==> src/rtl/mem_col_pkg.sv <==
// Shared types and default sizing for the column read sequencer.
package mem_col_pkg;

    localparam int unsigned NUM_ELEM_DEF   = 1024;
    localparam int unsigned ELEM_WIDTH_DEF = 1;
    localparam int unsigned PACK_DEF       = 8;

    typedef enum logic [1:0] {
        IDLE  = 2'd0,
        SCAN  = 2'd1,
        DRAIN = 2'd2
    } mem_col_seq_state_e;

endpackage

==> src/rtl/mem_col_ptr_wrap.sv <==
// Loadable column pointer that counts modulo NUM_ELEM when enabled.
module mem_col_ptr_wrap
    import mem_col_pkg::*;
#(
    parameter int unsigned NUM_ELEM = NUM_ELEM_DEF,
    localparam int unsigned AW      = $clog2(NUM_ELEM)
) (
    input  logic          clk_i,
    input  logic          rst_ni,
    input  logic          load_i,
    input  logic [AW-1:0] load_val_i,
    input  logic          inc_i,
    output logic [AW-1:0] ptr_o
);

    localparam logic [AW-1:0] LastCol = AW'(NUM_ELEM - 1);

    logic [AW-1:0] r_ptr;
    logic [AW-1:0] w_ptr_next;

    // Next pointer: load has priority over increment; wrap after the last column.
    always_comb begin
        w_ptr_next = r_ptr;
        if (load_i) begin
            w_ptr_next = load_val_i;
        end else if (inc_i) begin
            w_ptr_next = (r_ptr == LastCol) ? '0 : r_ptr + 1'b1;
        end
    end

    // Pointer register with synchronous reset.
    always_ff @(posedge clk_i) begin
        if (!rst_ni) begin
            r_ptr <= '0;
        end else begin
            r_ptr <= w_ptr_next;
        end
    end

    assign ptr_o = r_ptr;

endmodule

==> src/rtl/mem_col_read_seq.sv <==
// Burst read sequencer: walks the column mux select and packs samples into stream words.
module mem_col_read_seq
    import mem_col_pkg::*;
#(
    parameter int unsigned NUM_ELEM   = NUM_ELEM_DEF,
    parameter int unsigned ELEM_WIDTH = ELEM_WIDTH_DEF,
    parameter int unsigned PACK       = PACK_DEF,
    localparam int unsigned AW        = $clog2(NUM_ELEM),
    localparam int unsigned LW        = $clog2(NUM_ELEM) + 1,
    localparam int unsigned DW        = PACK * ELEM_WIDTH
) (
    input  logic                  clk_i,
    input  logic                  rst_ni,
    input  logic [AW-1:0]         req_addr_i,
    input  logic [LW-1:0]         req_len_i,
    input  logic                  req_valid_i,
    output logic                  req_ready_o,
    output logic [AW-1:0]         sel_o,
    input  logic [ELEM_WIDTH-1:0] mux_data_i,
    output logic [DW-1:0]         data_o,
    output logic                  data_last_o,
    output logic                  data_valid_o,
    input  logic                  data_ready_i,
    output logic                  busy_o
);

    // Slot counter needs at least one bit even when PACK is 1.
    localparam int unsigned SW = (PACK > 1) ? $clog2(PACK) : 1;
    localparam logic [SW-1:0] LastSlot = SW'(PACK - 1);
    localparam logic [LW-1:0] OneLeft  = LW'(1);

    mem_col_seq_state_e r_state, w_state_next;
    logic [LW-1:0] r_rem, w_rem_next;
    logic [SW-1:0] r_slot, w_slot_next;
    logic [DW-1:0] r_pack, w_pack_next;
    logic [DW-1:0] r_data, w_data_next;
    logic          r_last, w_last_next;

    logic          w_load;
    logic          w_step;
    logic          w_word_done;
    logic [DW-1:0] w_pack_merged;
    logic [AW-1:0] w_sel;

    // Zero-length requests are consumed in IDLE without starting a burst.
    assign w_load      = (r_state == IDLE) && req_valid_i && (req_len_i != '0);
    assign w_step      = (r_state == SCAN);
    assign w_word_done = w_step && ((r_slot == LastSlot) || (r_rem == OneLeft));

    // Pack register with the current mux sample dropped into its slot.
    always_comb begin
        w_pack_merged = r_pack;
        w_pack_merged[r_slot*ELEM_WIDTH +: ELEM_WIDTH] = mux_data_i;
    end

    // Next-state and datapath updates for the IDLE/SCAN/DRAIN controller.
    always_comb begin
        w_state_next = r_state;
        w_rem_next   = r_rem;
        w_slot_next  = r_slot;
        w_pack_next  = r_pack;
        w_data_next  = r_data;
        w_last_next  = r_last;
        case (r_state)
            IDLE: begin
                if (w_load) begin
                    w_state_next = SCAN;
                    w_rem_next   = req_len_i;
                    w_slot_next  = '0;
                    w_pack_next  = '0;
                end
            end
            SCAN: begin
                w_rem_next = r_rem - 1'b1;
                if (w_word_done) begin
                    // Clearing pack here keeps unfilled slots of a short final word at zero.
                    w_slot_next  = '0;
                    w_pack_next  = '0;
                    w_data_next  = w_pack_merged;
                    w_last_next  = (r_rem == OneLeft);
                    w_state_next = DRAIN;
                end else begin
                    w_slot_next = r_slot + 1'b1;
                    w_pack_next = w_pack_merged;
                end
            end
            DRAIN: begin
                if (data_ready_i) begin
                    w_state_next = r_last ? IDLE : SCAN;
                end
            end
            default: begin
                w_state_next = IDLE;
            end
        endcase
    end

    // State and datapath registers with synchronous reset.
    always_ff @(posedge clk_i) begin
        if (!rst_ni) begin
            r_state <= IDLE;
            r_rem   <= '0;
            r_slot  <= '0;
            r_pack  <= '0;
            r_data  <= '0;
            r_last  <= 1'b0;
        end else begin
            r_state <= w_state_next;
            r_rem   <= w_rem_next;
            r_slot  <= w_slot_next;
            r_pack  <= w_pack_next;
            r_data  <= w_data_next;
            r_last  <= w_last_next;
        end
    end

    // Column pointer advances only while scanning, so it freezes through DRAIN.
    mem_col_ptr_wrap #(
        .NUM_ELEM (NUM_ELEM)
    ) u_ptr (
        .clk_i      (clk_i),
        .rst_ni     (rst_ni),
        .load_i     (w_load),
        .load_val_i (req_addr_i),
        .inc_i      (w_step),
        .ptr_o      (w_sel)
    );

    assign sel_o        = w_sel;
    assign req_ready_o  = (r_state == IDLE);
    assign data_valid_o = (r_state == DRAIN);
    assign busy_o       = (r_state != IDLE);
    assign data_o       = r_data;
    assign data_last_o  = r_last;

endmodule

==> config.mk <==
export PLATFORM = sky130hd
export DESIGN_NAME = mem_col_read_seq
export DESIGN_NICKNAME = d
export VERILOG_FILES = /design/src/rtl/mem_col_pkg.sv /design/src/rtl/mem_col_ptr_wrap.sv /design/src/rtl/mem_col_read_seq.sv
export SDC_FILE = /design/constraint.sdc
export NUM_CORES = 1
export LEC_CHECK = 0
export ABC_AREA = 1
export CAP_MARGIN = 20
export CORE_UTILIZATION = 54
export CTS_CLUSTER_SIZE = 25
export DETAILED_ROUTE_END_ITERATION = 12
export GPL_TIMING_DRIVEN = 0
export PLACE_DENSITY = 0.81
export SLEW_MARGIN = 0
export SYNTH_ARGS = -nofsm -noshare
export SYNTH_HDL_FRONTEND = slang
export SYNTH_HIERARCHICAL = 1
export SYNTH_SLANG_ARGS = --single-unit
==> constraint.sdc <==
create_clock -name clk_i -period 2.8 [get_ports clk_i]
set_clock_uncertainty 0.2 [all_clocks]
set_input_delay 0.84 -clock clk_i [delete_from_list [all_inputs] [get_ports clk_i]]
set_output_delay 0.84 -clock clk_i [all_outputs]
set_load 0.05 [all_outputs]
==> metrics.txt <==
final hold viol count=0; Slew HR=0.632; Slew @ Worst Pin=0.550 ns; antenna violations before repair=0; crit path launch=r_state[1]; Pwr Total=1.64 mW; Post-synth EDFFs=0; DRT iter0 DRCs=148; IO Port Bufs=47; Multi-input gate area=0.00170 sq mm; Final Max Slew Viols=0; Tcrit/Tclk final=0.965; crit path cell chain=inv_1, nor2_1, clkdlybuf4s50_1; Post-synth top cells=nand2_1 (126), nor2_1 (82), nand3_1 (59), inv_1 (57), dfxtp_1 (43); starting density of the core=0.561; Final nets=567; RSZ-0062 raised after global routing=no; post-route ant nets=0; Num CTS Buffers=5; Cells after Synth=478; pre-CTS setup slack=-0.205 ns; final wirelength=7.62 mm; Seq/Total Area, Yosys=0.298; Clock Root Buffer=clkbuf_8; # setup viols final=0; fraction of layout cells with a size suffix above 1=0.0844; Hold WC Path Type=flop to flop; launch point of the worst hold path=data_o[7]; share of the synthesized area in the top cell type=0.298; final HPWL from detailed placement=5.55 mm; YS warnings=6; clock sink total=43; Leak=1.59 nW; Antenna diodes=0; postcts setup bufs=0; Mapped Area=0.00289 sq mm; first-pass GRT wire length=11.9 mm; register area=861 sq um; Post-Synthesis Mean Instance Area=6.04 sq um; status=completed; Vias=3,159; largest area contributor in the netlist=dfxtp_1; synth top area cells=dfxtp_1 (30%), nand2_1 (16%), nor2_1 (11%), nand3_1 (10%), inv_1 (7.4%); Cell Pwr Density=464 mW/mm^2; Slowest cell on crit path=clkdlybuf4s50_1; CTS tree=yes; CP arrival=1.66 ns; leading register cell type out of synthesis=dfxtp_1; clock buffer depth=2; vias in the first global route=2,734; Crit path required time=1.76 ns; Unique masters post-synth=32; die height=75.1 microns; Synth async-reset ratio=0; Pre-antenna DRT Iters=4; H-Tree Depth=2; Cell Rows=26; peak supply drop=0.272 mV; Setup crit end kind=primary output; pin count of the biggest net entering global routing=14; clock transition at the registers of the reported paths=0.09 ns; GR Overflow Total=0; Max Fclk=0.370 GHz; Final min period=2.70 ns; die area=0.00564 sq mm; fillcell total=495; placer congestion estimate=0.924; Setup crit start kind=flop; io pins=48; routed length per instance=12.6 microns; Clock Latency Late Sink=0.30 ns; core box area=0.00514 sq mm; Remaining DRCs=0; WS Path Type=flop to primary output; most common cell in the netlist=nand2_1; Setup WS post-layout=0.0992 ns; Core Util, Final=0.687; crit path max fanout=3; Total GRT Usage=0.276; post-synthesis net count=513; Area Growth Syn to Fin=22.5%; Worst path max stage delay=0.84 ns; max_cap viols=0; Die Width=75.1 microns; vias per cell=5.24; FF-to-FF Start=r_slot[0]; #FFs+latches synth=43
## logic make-up after synthesis
logic type | share of synthesized area
buf+inv | 0.113
fa+ha+maj | 0.0390
xor+xnor | 0.00304
flops | 0.298
compound gates | 0.109
simple gates | 0.438
## timing repair
action	CTS	global route
resized for setup	0	1
hold buffers	0	0
setup endpoints to repair	0	9
endpoints found under the hold margin	0	0
## layer usage
layer / vias to the layer above / wire length [microns] / GRT usage
met5: - / 0 / 0
li1: 1615 / - / -
met4: 0 / 166 / 0.117
met3: 18 / 423 / 0.0562
met1: 1427 / 3300 / 0.336
met2: 99 / 3730 / 0.471
## layout by cell type, fill, tap and decap left out, types with 4 or more instances in the layout
cell type / synthesis / layout
nand3_1: 59 / 59
nand2_2: 6 / 6
a21oi_1: 27 / 27
clkdlybuf4s50_1: 0 / 47
dfxtp_1: 43 / 43
nor2_2: 6 / 5
inv_1: 57 / 57
buf_2: 10 / 10
ha_1: 9 / 9
o21ai_0: 9 / 9
clkbuf_8: 0 / 5
nor2_1: 82 / 82
nand2_1: 126 / 126
inv_2: 4 / 4
a22oi_1: 8 / 8
## critical path, delay by kind of cell, from the launching register on
| family | cells | cell delay, ns |
|---|---|---|
| AND/OR/NAND/NOR | 1 | 0.16 |
| buffers and inverters | 2 | 0.89 |
| flip-flops | 1 | 0.31 |
## sequential cells by signal (all words and copies together), names as in the netlist
| register | cells |
|---|---|
| data_last_o | 1 |
| u_ptr/ptr_o | 10 |
| data_o | 8 |
| r_state | 2 |
| r_rem | 11 |
| r_pack | 8 |
| r_slot | 3 |
## metrics by stage
stage,TNS (ns),instances,instance area (sq um),hold slack [ns]
floorplan,0,478,2890,0.262
global placement,-0.948,595,3440,0.255
detailed placement,-1.57,595,3440,0.263
CTS,0,603,3530,0.288
global route,0,603,3530,0.312
finish,0,603,3530,0.286
## power breakdown
part / internal, mW / leakage [nW] / switching [mW] / total (mW)
logic: 0.191 / 1.20 / 0.355 / 0.546
registers: 0.652 / 0.352 / 0.0462 / 0.698
clock network: 0.175 / 0.0412 / 0.220 / 0.395
total: 1.02 / 1.59 / 0.622 / 1.64
## path summary, 6_finish.rpt
| kind | endpoint | slack (ns) | depth (start not counted) |
|---|---|---|---|
| max reg2reg | r_pack[7] | 0.43 | 9 |
| max | data_valid_o | 0.1 | 3 |
| min reg2reg | data_o[7] | 0.29 | 2 |
| min | data_o[7] | 0.29 | 2 |
## cell type report
cell class	count	share of cell area
Multi-Input combinational cell	356	0.482
Timing Repair Buffer	47	0.133
Clock buffer	6	0.0205
Tap cell	70	0.0248
Sequential cell	43	0.244
Inverter	64	0.0694
Clock inverter	2	0.00354
Buffer	15	0.0227
No activity file was read; power rests on OpenSTA's default activity.
